<file path="config.mk">
export PLATFORM = sky130hd
export DESIGN_NAME = drum_div7_16_u
export DESIGN_NICKNAME = d
export VERILOG_FILES = /design/src/rtl/drum_div_pkg.sv /design/src/rtl/drum_div_norm.sv /design/src/rtl/drum_div7_16_u.sv
export SDC_FILE = /design/constraint.sdc
export NUM_CORES = 1
export LEC_CHECK = 0
export BUFFER_PORTS_ARGS = -buffer_cell sky130_fd_sc_hd__buf_2
export CORE_ASPECT_RATIO = 1.25
export CORE_UTILIZATION = 42
export CTS_CLUSTER_SIZE = 8
export DETAILED_ROUTE_END_ITERATION = 10
export PLACE_DENSITY = 0.55
export SLEW_MARGIN = 40
export SYNTH_ARGS = -nofsm -noshare
export SYNTH_HDL_FRONTEND = slang
export SYNTH_HIERARCHICAL = 1
export SYNTH_SLANG_ARGS = --single-unit
</file>
<file path="constraint.sdc">
create_clock -name clk -period 7.59 [get_ports clk]
set_input_delay 1.518 -clock clk [delete_from_list [all_inputs] [get_ports clk]]
set_output_delay 1.518 -clock clk [all_outputs]
set_load 0.1 [all_outputs]
</file>
<file path="src/rtl/drum_div_pkg.sv">
// Shared constants, FSM states and helpers for the DRUM-style approximate divider.
// Imported by the normaliser, the interface and the top.
package drum_div_pkg;

  localparam int W     = 16;
  localparam int K     = 7;
  localparam int F     = 9;
  localparam int ITERS = 16;
  localparam int PW    = 4;

  typedef enum logic [1:0] {
    IDLE,
    NORM,
    DIV,
    DONE
  } state_e;

  // Final right shift applied to the raw quotient.
  // Range is 0..18 because pa and pb are each 0..9.
  function automatic logic [4:0] q_shift(
    input logic [PW-1:0] pa,
    input logic [PW-1:0] pb
  );
    return 5'(F) + {1'b0, pb} - {1'b0, pa};
  endfunction

endpackage

</file>
<file path="src/rtl/drum_div_norm.sv">
// Leading-one truncation of one operand to K bits plus its shift.
// x: operand in; s: K-bit kept mantissa; p: right shift applied.
module drum_div_norm
  import drum_div_pkg::*;
(
  input  logic [W-1:0]  x,
  output logic [K-1:0]  s,
  output logic [PW-1:0] p
);

  logic [PW-1:0] k;

  always_comb begin
    k = '0;
    for (int i = 0; i < W; i++) begin
      if (x[i]) k = PW'(i);
    end
    s = x[K-1:0];
    p = '0;
    if (k > PW'(K-1)) begin
      // Keep the top K bits and force the LSB to 1
      // to centre the truncation error.
      s = K'(x >> (k - PW'(K-1))) | K'(1);
      p = k - PW'(K-1);
    end
  end

endmodule

</file>
<file path="src/rtl/drum_div7_16_u.sv">
// Approximate unsigned divider: DRUM-style truncation, then restoring divide.
// Ports: clk, rst_n, in_valid/in_ready/a/b in, out_valid/out_ready/q/div_by_zero out.
module drum_div7_16_u #(
  parameter int W = 16,
  parameter int K = 7,
  parameter int F = 9
) (
  input  logic         clk,
  input  logic         rst_n,
  input  logic         in_valid,
  output logic         in_ready,
  input  logic [W-1:0] a,
  input  logic [W-1:0] b,
  output logic         out_valid,
  input  logic         out_ready,
  output logic [W-1:0] q,
  output logic         div_by_zero
);
  import drum_div_pkg::*;

  state_e        state_q, state_d;
  logic          in_ready_q, in_ready_d;
  logic          out_valid_q, out_valid_d;
  logic [W-1:0]  q_q, q_d;
  logic          dz_q, dz_d;
  logic [W-1:0]  a_q, a_d;
  logic [W-1:0]  b_q, b_d;
  logic [K-1:0]  sb_q, sb_d;
  logic [PW-1:0] pa_q, pa_d;
  logic [PW-1:0] pb_q, pb_d;
  logic [K-1:0]  rem_q, rem_d;
  logic [W-1:0]  n_q, n_d;
  logic [4:0]    cnt_q, cnt_d;

  logic [K-1:0]  sa_n, sb_n;
  logic [PW-1:0] pa_n, pb_n;

  logic [K:0]    rem_sh;
  logic          ge;
  logic [4:0]    sh;
  logic [W-1:0]  q_div;

  drum_div_norm u_norm_a (
    .x (a_q),
    .s (sa_n),
    .p (pa_n)
  );

  drum_div_norm u_norm_b (
    .x (b_q),
    .s (sb_n),
    .p (pb_n)
  );

  // n_q shifts the dividend out of the top while
  // quotient bits shift in at the bottom.
  always_comb begin
    rem_sh = {rem_q, n_q[W-1]};
    ge     = rem_sh >= {1'b0, sb_q};
    sh     = q_shift(pa_q, pb_q);
    q_div  = (sh >= 5'd16) ? '0 : (n_q >> sh);
  end

  always_comb begin
    state_d     = state_q;
    in_ready_d  = in_ready_q;
    out_valid_d = out_valid_q;
    q_d         = q_q;
    dz_d        = dz_q;
    a_d         = a_q;
    b_d         = b_q;
    sb_d        = sb_q;
    pa_d        = pa_q;
    pb_d        = pb_q;
    rem_d       = rem_q;
    n_d         = n_q;
    cnt_d       = cnt_q;
    unique case (state_q)
      IDLE: begin
        in_ready_d = 1'b1;
        if (in_valid && in_ready_q) begin
          a_d        = a;
          b_d        = b;
          cnt_d      = '0;
          in_ready_d = 1'b0;
          state_d    = NORM;
        end
      end
      NORM: begin
        if (b_q == '0) begin
          // Divide-by-zero waits one extra cycle here
          // so it lands two cycles after accept.
          if (cnt_q == '0) begin
            cnt_d = 5'd1;
          end else begin
            q_d         = '1;
            dz_d        = 1'b1;
            out_valid_d = 1'b1;
            state_d     = DONE;
          end
        end else begin
          sb_d    = sb_n;
          pa_d    = pa_n;
          pb_d    = pb_n;
          rem_d   = '0;
          n_d     = {sa_n, {F{1'b0}}};
          cnt_d   = '0;
          state_d = DIV;
        end
      end
      DIV: begin
        if (cnt_q == 5'(ITERS)) begin
          q_d         = q_div;
          dz_d        = 1'b0;
          out_valid_d = 1'b1;
          state_d     = DONE;
        end else begin
          rem_d = ge ? K'(rem_sh - {1'b0, sb_q})
                     : rem_sh[K-1:0];
          n_d   = {n_q[W-2:0], ge};
          cnt_d = cnt_q + 5'd1;
        end
      end
      DONE: begin
        if (out_ready) begin
          out_valid_d = 1'b0;
          in_ready_d  = 1'b1;
          state_d     = IDLE;
        end
      end
      default: begin
        state_d = IDLE;
      end
    endcase
  end

  always_ff @(posedge clk or negedge rst_n) begin
    if (!rst_n) begin
      state_q     <= IDLE;
      in_ready_q  <= 1'b0;
      out_valid_q <= 1'b0;
      q_q         <= '0;
      dz_q        <= 1'b0;
      a_q         <= '0;
      b_q         <= '0;
      sb_q        <= '0;
      pa_q        <= '0;
      pb_q        <= '0;
      rem_q       <= '0;
      n_q         <= '0;
      cnt_q       <= '0;
    end else begin
      state_q     <= state_d;
      in_ready_q  <= in_ready_d;
      out_valid_q <= out_valid_d;
      q_q         <= q_d;
      dz_q        <= dz_d;
      a_q         <= a_d;
      b_q         <= b_d;
      sb_q        <= sb_d;
      pa_q        <= pa_d;
      pb_q        <= pb_d;
      rem_q       <= rem_d;
      n_q         <= n_d;
      cnt_q       <= cnt_d;
    end
  end

  assign in_ready    = in_ready_q;
  assign out_valid   = out_valid_q;
  assign q           = q_q;
  assign div_by_zero = dz_q;

endmodule

</file>
==> flow_summary.yaml <==
status:
  status: "finished, final reports clean"
worst_setup_path:
  critical_path_class: "reg2reg"
  start_kind: "register"
  crit_path_end_kind: "register"
  cp.arrival_ns: 3.94
  rr_worst_depth: 11
  crit_required_ns: 7.85
  r2r_slack_ns: 3.91
  critPathMaxFanout: 15
sta:
  timing.final.ws_setup_ns: 3.91
  drv_slew: 0
  fin_skew_ns: 0.00902
  finalSetupViolations: 0
  fin_crit_ns: 3.68
  finalHoldViolCount: 0
  fin_tns_setup_ns: 0
  period_share_pct: 48.5
  max_freq_mhz: 272
  maxSlewHeadroom_pct: 45.0
  tightestPinTransition_ns: 0.811
  grt_setup_unrepaired: "false"
synthesis:
  synthesis.instances: 801
  yosysSeqAreaShare_pct: 33.5
  syn-cell-area_mm2: 0.00717
  syn-num-nets: 862
  ys.flop_type: "dfrtp_1"
  ys_types: 93
  ys_warn_count: 6
  synth_edf_count: 0
  ys_seq_elements: 96
  synthArstFlopShare_pct: 100
  avgSynthCellArea_um2: 8.96
floorplan:
  die_h_um: 148
  rows: 53
  die-area_mm2: 0.0176
  io_pins: 55
  start_util_pct: 42.8
  fp.coreArea_mm2: 0.0168
  die_w_um: 119
global_routing:
  antenna_found_initial: 0
  gr-usage-all-layers_pct: 20.7
  first_global_vias: 5884
  grt_max_degree: 59
  grt.overflow.total: 0
  grt_pass1_wl_mm: 29.6
place:
  dp_hpwl_mm: 13.1
  io_buffers: 54
  gp_congestion: 0.892
  post-place-ws_ns: 4.04
clock_tree:
  cts_max_level: 3
  numCtsBuffers: 9
  clkTransAtPathRegs_ns: 0.07
  clkSinkCount: 96
  worstSkewPairLatency_ns: 0.36
  post-cts-setup-buffer-count: 0
  ctsResizeCount: 0
  cts_buffer_depth: 2
  hold_buffers: 0
  cts.root.buffer_cell: "clkbuf_16"
  cts_tree: "done"
route:
  ant_nets: 0
  firstDrtPassIters: 6
  post_drt_wl_per_cell_um: 16.8
  vias: 6120
  drt_iter0_drc: 387
  routed_via_density: 5.85
  routed_wl_mm: 17.6
  drc: 0
cells_and_area:
  drive_above_1_share_pct: 20.2
  fin_nets: 882
  antenna_cells: 0
  final_util_pct: 46.6
  area_growth_pct: 8.91
  fillers: 1636
hold_path:
  min_path_type: "reg2reg"
  hold_depth: 1
run:
  maxCapViolCount: 0
## path summary, 6_finish.rpt
kind / end / from
setup / recovery: n_q[11]$_DFFE_PN0P_ / a_q[13]$_DFFE_PN0P_
hold / removal: q[8]$_DFFE_PN0P_ / q[8]$_DFFE_PN0P_
setup reg to reg: n_q[11]$_DFFE_PN0P_ / a_q[13]$_DFFE_PN0P_
hold reg to reg: q[8]$_DFFE_PN0P_ / q[8]$_DFFE_PN0P_
max in group asynchronous: a_q[7]$_DFFE_PN0P_ / rst_n
min in group asynchronous: rem_q[6]$_DFFE_PN0P_ / rst_n
## worst max-delay path: stages, from the launching register on
cell      delay, ns
dfrtp_1        0.61
or2_4          0.23
o21ai_1        0.14
a21oi_2        0.60
inv_2          0.28
ha_1           0.40
xnor2_4        0.36
and2_2         0.25
o311ai_0       0.19
a41oi_2        0.26
mux2i_1        0.09
o21ai_0        0.18
## layer usage
layer	share of wire [%]	up-vias	global-route usage (%)
li1	-	2987	-
met2	49	166	35.3
met1	46	2940	27.1
met5	0	-	0
met4	2.0	0	7.72
met3	3.4	27	2.42
## kinds of logic (layout without fill, tap and decap cells)
family	after synthesis	count (layout)	share of synthesized area [%]
buffers and inverters	96	121	6.26
XOR/XNOR	5	5	0.977
multiplexers	82	82	12.7
adder cells (fa/ha/maj)	25	25	4.57
flip-flops	96	96	33.5
AND/OR/NAND/NOR	257	257	18.2
AO/OA/AOI/OAI	240	240	23.8
## area by class of cell
type	instances	area, µm²	share of cell area [%]
Timing Repair Buffer	56	292	3.73
Clock buffer	9	225	2.88
Sequential cell	96	2400	30.7
Clock inverter	7	92.6	1.19
Inverter	49	184	2.35
Tap cell	220	275	3.52
Multi-Input combinational cell	609	4340	55.6
## registers in the layout (all words and copies together) (netlist names), 2 cells and up
name	count
q	16
a_q	16
state_q	2
cnt_q	5
rem_q	7
n_q	16
sb_q	7
pa_q	4
b_q	16
pb_q	4
## cells in the final DEF, fill, tap and decap left out, types with 7 or more instances in the layout
cell type and n:
o31ai_1 7, dfrtp_1 96, nand3_1 16, nand2b_1 13, a22o_1 13, mux2i_1 32
a31oi_1 7, nor4_1 9, o21ai_0 54, o21a_1 12, buf_2 53, clkbuf_16 9
o211ai_1 14, nor2_1 75, inv_1 46, a21oi_1 51, nor3_1 19, ha_1 23
nand2_1 68, mux2_2 46
## metrics by stage
stage                     cells  area, µm²  hold WS (ns)
final                      1046       7810         0.487
after global routing       1046       7810         0.503
after CTS                  1046       7810         0.493
after detailed placement   1030       7490         0.476
after global placement     1030       7470         0.471
after floorplan             801       7170         0.470
## synthesized netlist by cell type (all sizes together), types with 4 or more instances
| cell | number | area share, % |
|---|---|---|
| buf | 26 | 2.6 |
| o22a | 5 | 0.61 |
| o211ai | 14 | 1.5 |
| o32a | 5 | 0.70 |
| a21o | 5 | 0.52 |
| mux2 | 48 | 7.6 |
| inv | 48 | 2.5 |
| or2 | 5 | 0.47 |
| o22ai | 5 | 0.44 |
| nand3 | 18 | 1.3 |
| and3 | 5 | 0.44 |
| a21oi | 53 | 3.8 |
| nand2b | 14 | 1.3 |
| a22o | 17 | 2.1 |
| a31oi | 8 | 0.78 |
| o31ai | 8 | 1.0 |
| nor4 | 12 | 1.4 |
| nand2 | 68 | 3.6 |
| ha | 23 | 4.0 |
| dfrtp | 96 | 33 |
| xnor2 | 4 | 0.75 |
| nand4 | 5 | 0.44 |
| a221o | 4 | 0.58 |
| a211oi | 5 | 0.52 |
| and2 | 8 | 0.73 |
| o21a | 12 | 1.3 |
| nor2 | 79 | 4.5 |
| or3 | 5 | 0.44 |
| mux2i | 32 | 4.5 |
| a221oi | 6 | 1.1 |
| clkbuf | 21 | 1.1 |
| o311a | 4 | 0.56 |
| nor3 | 20 | 1.5 |
| o21ai | 59 | 4.1 |
| nor2b | 6 | 0.63 |
Power is not shown: default switching activity piles up to over one toggle a cycle in this logic, so the estimate is an artifact.
